## src/rtl/sri_slave_rx_sync_if.sv

```systemverilog
// Serial receiver bus: serial pins from the master plus the word handshake
// towards the host logic. N must match the receiver's word width.
interface sri_slave_rx_sync_if #(
  parameter int N = 64
);
  localparam int CW = $clog2(N + 2);

  logic          sclk;
  logic          mosi;
  logic          load;
  logic          do_ack;
  logic [N-1:0]  do_data;
  logic          do_valid;
  logic          frame_err;
  logic          overrun;
  logic [CW-1:0] bit_cnt;

  // Receiver side
  modport slave (
    input  sclk, mosi, load, do_ack,
    output do_data, do_valid, frame_err, overrun, bit_cnt
  );

  // Driver / host side
  modport master (
    output sclk, mosi, load, do_ack,
    input  do_data, do_valid, frame_err, overrun, bit_cnt
  );
endinterface

```

## src/rtl/sri_slave_rx_sync.sv

```systemverilog
// Oversampling serial-in slave receiver. sclk/mosi/load are synchronised into
// clk, sclk edges shift mosi into a word, and the rising edge of load commits
// the frame: a frame of exactly N bits is handed to the host via valid/ack,
// any other length raises a one-cycle frame_err.
module sri_slave_rx_sync #(
  parameter int N           = 64,
  parameter int CPOL        = 0,
  parameter int CPHA        = 0,
  parameter int MSB_FIRST   = 1,
  parameter int SYNC_STAGES = 2
) (
  input  logic                  clk,
  input  logic                  rst,
  sri_slave_rx_sync_if.slave    bus
);
  localparam int         CW          = $clog2(N + 2);
  localparam logic       SAMPLE_RISE = (CPOL == CPHA);
  // Lane order {load, mosi, sclk}; sclk lane idles at CPOL so reset never
  // fabricates an edge.
  localparam logic [2:0] SYNC_RST    = {2'b00, (CPOL != 0)};

  typedef enum logic {IDLE, RECV} state_t;

  // Synchroniser chain, all three lanes travel together so mosi and sclk
  // keep identical latency.
  genvar gi;
  generate
    for (gi = 0; gi < SYNC_STAGES; gi++) begin : g_sync
      logic [2:0] stage_reg;
      if (gi == 0) begin : g_first
        // First stage captures the asynchronous pins
        always_ff @(posedge clk or posedge rst)
          if (rst) stage_reg <= SYNC_RST;
          else     stage_reg <= {bus.load, bus.mosi, bus.sclk};
      end else begin : g_next
        // Further stages resolve metastability
        always_ff @(posedge clk or posedge rst)
          if (rst) stage_reg <= SYNC_RST;
          else     stage_reg <= g_sync[gi-1].stage_reg;
      end
    end
  endgenerate

  logic [2:0] sync_out;
  logic       sclk_s, mosi_s, load_s;
  assign sync_out = g_sync[SYNC_STAGES-1].stage_reg;
  assign load_s   = sync_out[2];
  assign mosi_s   = sync_out[1];
  assign sclk_s   = sync_out[0];

  logic sclk_prev_reg, load_prev_reg;
  logic sample_pls_reg, commit_pls_reg, bit_reg;

  // Edge detection: registered sample/commit pulses with the matching mosi bit
  always_ff @(posedge clk or posedge rst)
    if (rst) begin
      sclk_prev_reg  <= (CPOL != 0);
      load_prev_reg  <= 1'b0;
      sample_pls_reg <= 1'b0;
      commit_pls_reg <= 1'b0;
      bit_reg        <= 1'b0;
    end else begin
      sclk_prev_reg  <= sclk_s;
      load_prev_reg  <= load_s;
      sample_pls_reg <= SAMPLE_RISE ? (sclk_s & ~sclk_prev_reg)
                                    : (~sclk_s & sclk_prev_reg);
      commit_pls_reg <= load_s & ~load_prev_reg;
      bit_reg        <= mosi_s;
    end

  state_t        state_reg, state_next;
  logic [N-1:0]  sr_reg, sr_next, sr_shift;
  logic [CW-1:0] cnt_reg, cnt_next, cnt_shift;
  logic          commit_reg, commit_next;
  logic          good_reg, good_next;
  logic [N-1:0]  cdata_reg, cdata_next;

  // Shifted word and saturating count if the current cycle samples a bit
  always_comb begin
    sr_shift  = (MSB_FIRST != 0) ? {sr_reg[N-2:0], bit_reg}
                                 : {bit_reg, sr_reg[N-1:1]};
    cnt_shift = (cnt_reg == CW'(N + 1)) ? cnt_reg : cnt_reg + 1'b1;
  end

  // Frame FSM next state; a bit sampled in the commit cycle joins the frame
  always_comb begin
    state_next  = state_reg;
    sr_next     = sr_reg;
    cnt_next    = cnt_reg;
    commit_next = 1'b0;
    good_next   = 1'b0;
    cdata_next  = sr_reg;
    if (sample_pls_reg) begin
      sr_next    = sr_shift;
      cnt_next   = cnt_shift;
      state_next = RECV;
    end
    if (commit_pls_reg) begin
      commit_next = 1'b1;
      good_next   = (cnt_next == CW'(N));
      cdata_next  = sr_next;
      state_next  = IDLE;
      sr_next     = '0;
      cnt_next    = '0;
    end
  end

  // Frame FSM state, shift register, count and staged commit request
  always_ff @(posedge clk or posedge rst)
    if (rst) begin
      state_reg  <= IDLE;
      sr_reg     <= '0;
      cnt_reg    <= '0;
      commit_reg <= 1'b0;
      good_reg   <= 1'b0;
      cdata_reg  <= '0;
    end else begin
      state_reg  <= state_next;
      sr_reg     <= sr_next;
      cnt_reg    <= cnt_next;
      commit_reg <= commit_next;
      good_reg   <= good_next;
      cdata_reg  <= cdata_next;
    end

  logic [N-1:0] do_data_reg;
  logic         do_valid_reg, frame_err_reg, overrun_reg;

  // Host handshake: ack consumes, a good commit (re)loads, a bad one flags
  always_ff @(posedge clk or posedge rst)
    if (rst) begin
      do_data_reg   <= '0;
      do_valid_reg  <= 1'b0;
      frame_err_reg <= 1'b0;
      overrun_reg   <= 1'b0;
    end else begin
      frame_err_reg <= 1'b0;
      if (do_valid_reg && bus.do_ack)
        do_valid_reg <= 1'b0;
      if (commit_reg) begin
        if (good_reg) begin
          do_data_reg  <= cdata_reg;
          do_valid_reg <= 1'b1;
          if (do_valid_reg && !bus.do_ack)
            overrun_reg <= 1'b1;
        end else begin
          frame_err_reg <= 1'b1;
        end
      end
    end

  assign bus.do_data   = do_data_reg;
  assign bus.do_valid  = do_valid_reg;
  assign bus.frame_err = frame_err_reg;
  assign bus.overrun   = overrun_reg;
  assign bus.bit_cnt   = cnt_reg;
endmodule

```

## src/flat_wrapper.sv

```systemverilog
// flat-port wrapper written by rule: the top's interface ports become plain ports
module sri_slave_rx_sync_flat 
#(
  parameter int N           = 64,
  parameter int CPOL        = 0,
  parameter int CPHA        = 0,
  parameter int MSB_FIRST   = 1,
  parameter int SYNC_STAGES = 2
)
  (clk, rst, bus_sclk, bus_mosi, bus_load, bus_do_ack, bus_do_data, bus_do_valid, bus_frame_err, bus_overrun, bus_bit_cnt);
  sri_slave_rx_sync_if #(.N(N)) bus_i ();
  input  logic clk;
  input  logic rst;
  input wire logic [$bits(bus_i.sclk)-1:0] bus_sclk;
  input wire logic [$bits(bus_i.mosi)-1:0] bus_mosi;
  input wire logic [$bits(bus_i.load)-1:0] bus_load;
  input wire logic [$bits(bus_i.do_ack)-1:0] bus_do_ack;
  output wire logic [$bits(bus_i.do_data)-1:0] bus_do_data;
  output wire logic [$bits(bus_i.do_valid)-1:0] bus_do_valid;
  output wire logic [$bits(bus_i.frame_err)-1:0] bus_frame_err;
  output wire logic [$bits(bus_i.overrun)-1:0] bus_overrun;
  output wire logic [$bits(bus_i.bit_cnt)-1:0] bus_bit_cnt;
  assign bus_i.sclk = bus_sclk;
  assign bus_i.mosi = bus_mosi;
  assign bus_i.load = bus_load;
  assign bus_i.do_ack = bus_do_ack;
  assign bus_do_data = bus_i.do_data;
  assign bus_do_valid = bus_i.do_valid;
  assign bus_frame_err = bus_i.frame_err;
  assign bus_overrun = bus_i.overrun;
  assign bus_bit_cnt = bus_i.bit_cnt;
  sri_slave_rx_sync #(.N(N), .CPOL(CPOL), .CPHA(CPHA), .MSB_FIRST(MSB_FIRST), .SYNC_STAGES(SYNC_STAGES)) u_core (.clk(clk), .rst(rst), .bus(bus_i));
endmodule
```

## config.mk

```make
export PLATFORM = sky130hd
export DESIGN_NAME = sri_slave_rx_sync_flat
export DESIGN_NICKNAME = d
export VERILOG_FILES = /design/src/rtl/sri_slave_rx_sync_if.sv /design/src/rtl/sri_slave_rx_sync.sv /design/src/flat_wrapper.sv
export SDC_FILE = /design/constraint.sdc
export NUM_CORES = 1
export LEC_CHECK = 0
export BUFFER_PORTS_ARGS = -buffer_cell sky130_fd_sc_hd__buf_2
export CORE_ASPECT_RATIO = 0.75
export CORE_UTILIZATION = 58
export DETAILED_ROUTE_END_ITERATION = 6
export GPL_TIMING_DRIVEN = 0
export PLACE_DENSITY = 0.83
export SYNTH_ARGS = -nofsm -noshare
export SYNTH_HDL_FRONTEND = slang
export SYNTH_SLANG_ARGS = --single-unit
```

## constraint.sdc

```tcl
create_clock -name clk -period 8 [get_ports clk]
set_input_delay 0.4 -clock clk [delete_from_list [all_inputs] [get_ports clk]]
set_output_delay 0.4 -clock clk [all_outputs]
set_load 0.005 [all_outputs]
```

# Word-level counts from Yosys, hierarchy flattened
# Cells that the tools add are included.
# op_classes
n_addsub	1
n_eq_ne	2
mux	13
bitwise	4
n_reduce_logical	5
# op_table
op	count
two-way mux 64 bit	3
two-way mux 7 bit	3
equality test 7 bit (second input constant)	2
adder 7 x 1 -> 7 bit (second input constant)	1
two-way mux 1 bit	7
AND reduction 3 bit	1
bitwise AND 1 bit	2
logical AND 1 bit	2
NOT 1 bit	2
AND reduction 2 bit	1
logical NOT 1 bit	1
# totals
regBits	215
inputBits	6
word_cells	41

# Longest topological paths before layout
# depth
depth_word	5
ltp_mapped	6

# Worst setup path after synthesis
# Ideal clock, no wire load.
# synth_path
path_kind	register -> register
from	register u_core.cnt_reg[0], in the netlist u_core.bus.bit_cnt[0]
to	register u_core.good_reg
setup_time_ps	95
arrival_ps	1498
required_ps	7905
path_slack_ps	6407
stages_incl_launch_ff	5
period_less_slack_ps	1593
path_cell_list	dfrtp_1 -> ha_1 -> or4_1 -> o311ai_1 -> nor4b_2
# synth_between
elab_chain_cells	5
# synth_rtl
element	line_no	text
start, declared	sri_slave_rx_sync.sv:73	logic [CW-1:0] cnt_reg, cnt_next, cnt_shift;
start signal, assigned	sri_slave_rx_sync.sv:120	cnt_reg <= cnt_next;
adder 7 x 1 -> 7 bit / equality test 7 bit (equally long branches)	sri_slave_rx_sync.sv:82	cnt_shift = (cnt_reg == CW'(N + 1)) ? cnt_reg : cnt_reg + 1'b1;
two-way mux 7 bit	sri_slave_rx_sync.sv:82	
two-way mux 7 bit (*)	sri_slave_rx_sync.sv:93	if (sample_pls_reg) begin
equality test 7 bit (*)	sri_slave_rx_sync.sv:100	good_next = (cnt_next == CW'(N));
two-way mux 1 bit (*)	sri_slave_rx_sync.sv:98	if (commit_pls_reg) begin
via u_core.good_next	sri_slave_rx_sync.sv:75	logic good_reg, good_next;
end signal, assigned	sri_slave_rx_sync.sv:122	good_reg <= good_next;
end, declared	sri_slave_rx_sync.sv:75	
# Mark *: on every way through the listed nets, which the timed path passes. The rest lies on a longest branch.
# A chain may end at the register's enable or synchronous reset.

# Worst setup path after layout
# layout_path
from	register u_core.commit_pls_reg
to	register u_core.cdata_reg[60]
# layout_between
elab_chain_cells	1
# layout_rtl
element	line_no	text
start, declared	sri_slave_rx_sync.sv:52	logic sample_pls_reg, commit_pls_reg, bit_reg;
start signal, assigned	sri_slave_rx_sync.sv:67	commit_pls_reg <= load_s & ~load_prev_reg;
two-way mux 64 bit	sri_slave_rx_sync.sv:98	
via u_core.cdata_next[60]	sri_slave_rx_sync.sv:76	logic [N-1:0] cdata_reg, cdata_next;
end signal, assigned	sri_slave_rx_sync.sv:123	cdata_reg <= cdata_next;
end, declared	sri_slave_rx_sync.sv:76	
# The timed path passes the listed nets, and every way through them passes these cells.

==> results summary <==
Summed over all layers, the global routing overflow is 0. The number of buffers inserted during clock tree synthesis came out at 21. Of the synthesized area, sequential elements account for 0.655. After synthesis the netlist holds a flip-flop and latch count of 215. In the routed design, unresolved DRC markers number 0.

In this run the critical register-to-register path is launched from u_core.commit_pls_reg. The routed wire length came out at 13500 um. The number of rows in the core area is 37. The die span in y came out at 105 um. The run finished, with violations left. During synthesis, Yosys emitted a total of 0 warnings.

The largest voltage drop on the vdd net is 0.123 mV. The last weighted congestion value of the routability-driven placer is 0.805. A synthesized cell averages 14.8 um2.

For this block, the via count after detailed routing is 4458. The number of nets in the synthesized netlist is 563. The residual antenna-violating net count after detailed routing came out at 0.

For this run, global-route usage on met1 was measured as 0.278. The maximum clock path buffer count is 3. The post-synthesis instance total came out at 555.

The final reports fail on hold timing. The number of distinct library cells after synthesis is 28. The clock latency of the later-clocked register in the worst-skew pair came out at 0.48 ns. The share of post-route cells with drive strength above 1 came out at 0.397.

The number of sinks handled by clock tree synthesis came out at 215. Setup repair after global routing left no endpoint under its margin. The count of boundary I/O pins came out at 80. The clock transition at the registers of the reported paths is 0.06 ns. In the global route stage, met3 resource usage came out at 0.0385. The worst reg-to-reg setup slack came out at 6.21 ns. In this run the standard cell core region covers 13700 um2.

The highest clock rate came out at 558 MHz. Measured along the x axis, the die boundary spans 139 um. At the worst endpoint, the arrival time is 2.15 ns.

The worst clock skew on the final layout came out at 0.00811 ns. The layer flagged by global routing as most heavily used is met2. In the synthesized netlist the async set-or-reset flop fraction comes to 1.00.

The normalized max-slew margin is 0.558. CTS built an H-tree with a depth of 1. Summing every instance area after synthesis gives 8220 um2. Setup violations remaining at the end of the flow were counted as 0. The average vias per placed instance is 5.26. Once placement finished, the instance area stood at 8870 um2. The total count of hold-check failures in the final report is 13.

The cell count after placement is 810. The most critical setup path has its endpoint at u_core.cdata_reg[60]. For the pin with the worst max-slew slack, the measured transition is 0.663 ns. The endpoint identified for the worst register-to-register timing path is u_core.cdata_reg[60]. TritonCTS built the clock tree. The worst setup path is launched from a flop.

STA classifies the critical path endpoint as a flop. The peak fanout along the critical path came out at 10. The static leakage power came out at 5.12 nW. For this block, the initial DRC count from the detailed router was 218. The power per unit of standard cell area is 228 nW/um2. The critical path starts at u_core.commit_pls_reg. The met2 track utilization from global routing is 0.313.

The via count of the first global-routing pass is 4505. The worst hold path belongs to the class input port to asynchronous set/reset pin. The pin count of the biggest net entering global routing is 133. The number of synthesized flops with an enable pin is 0.

Once the clock tree was built, the resizer swapped 0 gates to a different size. The placed wire-length estimate is 8480 um. The count of TritonRoute iterations in the first routing pass came out at 4. The number of hold buffers added after CTS was 0. The tightest hold path in the finished design has a slack of -0.0112 ns.

The depth of the worst register-to-register path came out at 4. The first-pass GRT wire length came out at 22800 um. The number of antenna violations at the first check in global routing is 0. The area added between synthesis and finish came out at 16.6%. The starting utilization of the core area came out at 0.598. The worst path needs 1.79 ns of the cycle, external delays included.

The mean routed wirelength per cell is 16.0 um. For this run, the total global-route usage over all layers was measured as 0.195. The cell sitting at the root of the clock tree is a clkbuf_16. The tool flagged a number of max-cap violations equal to 0.

The non-filler instance count after layout is 847. The die covers 14700 um2. The most used flip-flop cell after synthesis is dfrtp_1. The number of pins with negative max-slew slack in the final report came out at 0. Summed over all failing endpoints, the final setup total negative slack is 0 ns. The period utilization came out at 0.224. The final standard cell area without fillers is 9580 um2. The net count reported at finish came out at 666.

The count of buffers from port buffering came out at 79. The critical path in this run is classified as flop to flop. The buffer count from post-CTS setup fixing is 0.

The required time of the critical path is 8.36 ns. The antenna cell count is 0.
-- synth_stat cells (all sizes together), types with 2 or more instances --
cell | count | area, um2
ha | 2 | 25.0
nand3 | 2 | 15.0
nor2b | 3 | 18.8
xor2 | 4 | 35.0
or4 | 2 | 15.0
clkbuf | 9 | 33.8
mux2i | 65 | 651
buf | 22 | 118
nand2 | 9 | 33.8
nor2 | 73 | 274
nand4 | 2 | 12.5
mux2 | 129 | 1450
a21oi | 3 | 15.0
o21ai | 2 | 10.0
inv | 3 | 11.3
dfrtp | 215 | 5380
-- worst max-delay path, stage by stage (launching register included) --
cell	delay, ns
dfrtp_1	0.37
buf_2	0.20
nand2_1	0.39
buf_2	0.34
mux2_2	0.38
-- routing by layer --
layer  up-vias  wire [um]
met2        86       6340
met4         0        243
met1      2237       6380
met3        25        554
li1       2110          -
met5         -          0
-- final cells by class --
class	instances	area (um2)
inverter	3	18.8
buffer	31	151
timing repair buffer	80	423
fill	945	4170
tap	175	219
clock buffer	31	603
sequential	215	5380
clock inverter	6	108
multi-input combinational	306	2670
-- per-stage QoR --
stage	setup slack, ns	hold slack [ns]	util	power [mW]
5_1_grt	6.09	0.0166	0.697	2.26
2_1_floorplan	1.72	0.331	-	1.18
6_report	6.21	-0.0112	0.697	2.18
3_5_place_dp	6.20	0.337	0.645	1.21
3_3_place_gp	0.0216	0.334	0.642	1.20
4_1_cts	6.18	0.00729	0.697	2.21
-- power breakdown --
| group | switching (mW) | internal [mW] | total (mW) |
|---|---|---|---|
| Sequential | 0.00853 | 1.10 | 1.11 |
| Clock | 0.380 | 0.618 | 0.998 |
| Combinational | 0.0535 | 0.0263 | 0.0798 |
-- worst min path at each step --
stage | from | end | slack, ns
floorplan | u_core.g_sync[1].stage_reg[1] | u_core.bit_reg | 0.33
global placement | u_core.g_sync[0].stage_reg[2] | u_core.g_sync[1].stage_reg[2] | 0.33
detailed placement | u_core.g_sync[0].stage_reg[1] | u_core.g_sync[1].stage_reg[1] | 0.34
CTS | rst | u_core.bus.do_data[16] | 0.007
global route | bus_sclk | u_core.g_sync[0].stage_reg[0] | 0.02
finish | rst | u_core.bus.do_data[15] | -0.01
-- cell usage in the layout (no fill, tap or decap), drive strengths merged --
cell type,synthesis,layout
o21bai,1,1
clkbuf,9,40
or3,1,1
buf,22,102
ha,2,2
and2,1,1
xor2,4,4
nand2b,1,1
xnor2,1,1
o311ai,1,1
nor4b,1,1
inv,3,3
nand4bb,1,1
clkinv,0,2
o31ai,1,1
clkinvlp,0,1
a21oi,3,3
nor2b,3,3
nand4,2,2
or4,2,2
a311oi,1,1
o21ai,2,2
bufinv,0,3
mux2,129,129
dfrtp,215,215
nor2,73,73
mux2i,65,65
nand2,9,9
nand3,2,2
-- cells by family (layout without fill, tap and decap cells) --
logic type | Yosys count | in the layout | share of synthesized area
AO/OA/AOI/OAI | 9 | 9 | 0.00868
buffers and inverters | 34 | 151 | 0.0198
XOR/XNOR | 5 | 5 | 0.00533
adder cells (fa/ha/maj) | 2 | 2 | 0.00305
multiplexers | 194 | 194 | 0.256
AND/OR/NAND/NOR | 96 | 96 | 0.0524
flip-flops | 215 | 215 | 0.655
Note: power is estimated with default switching activity, not from simulation.
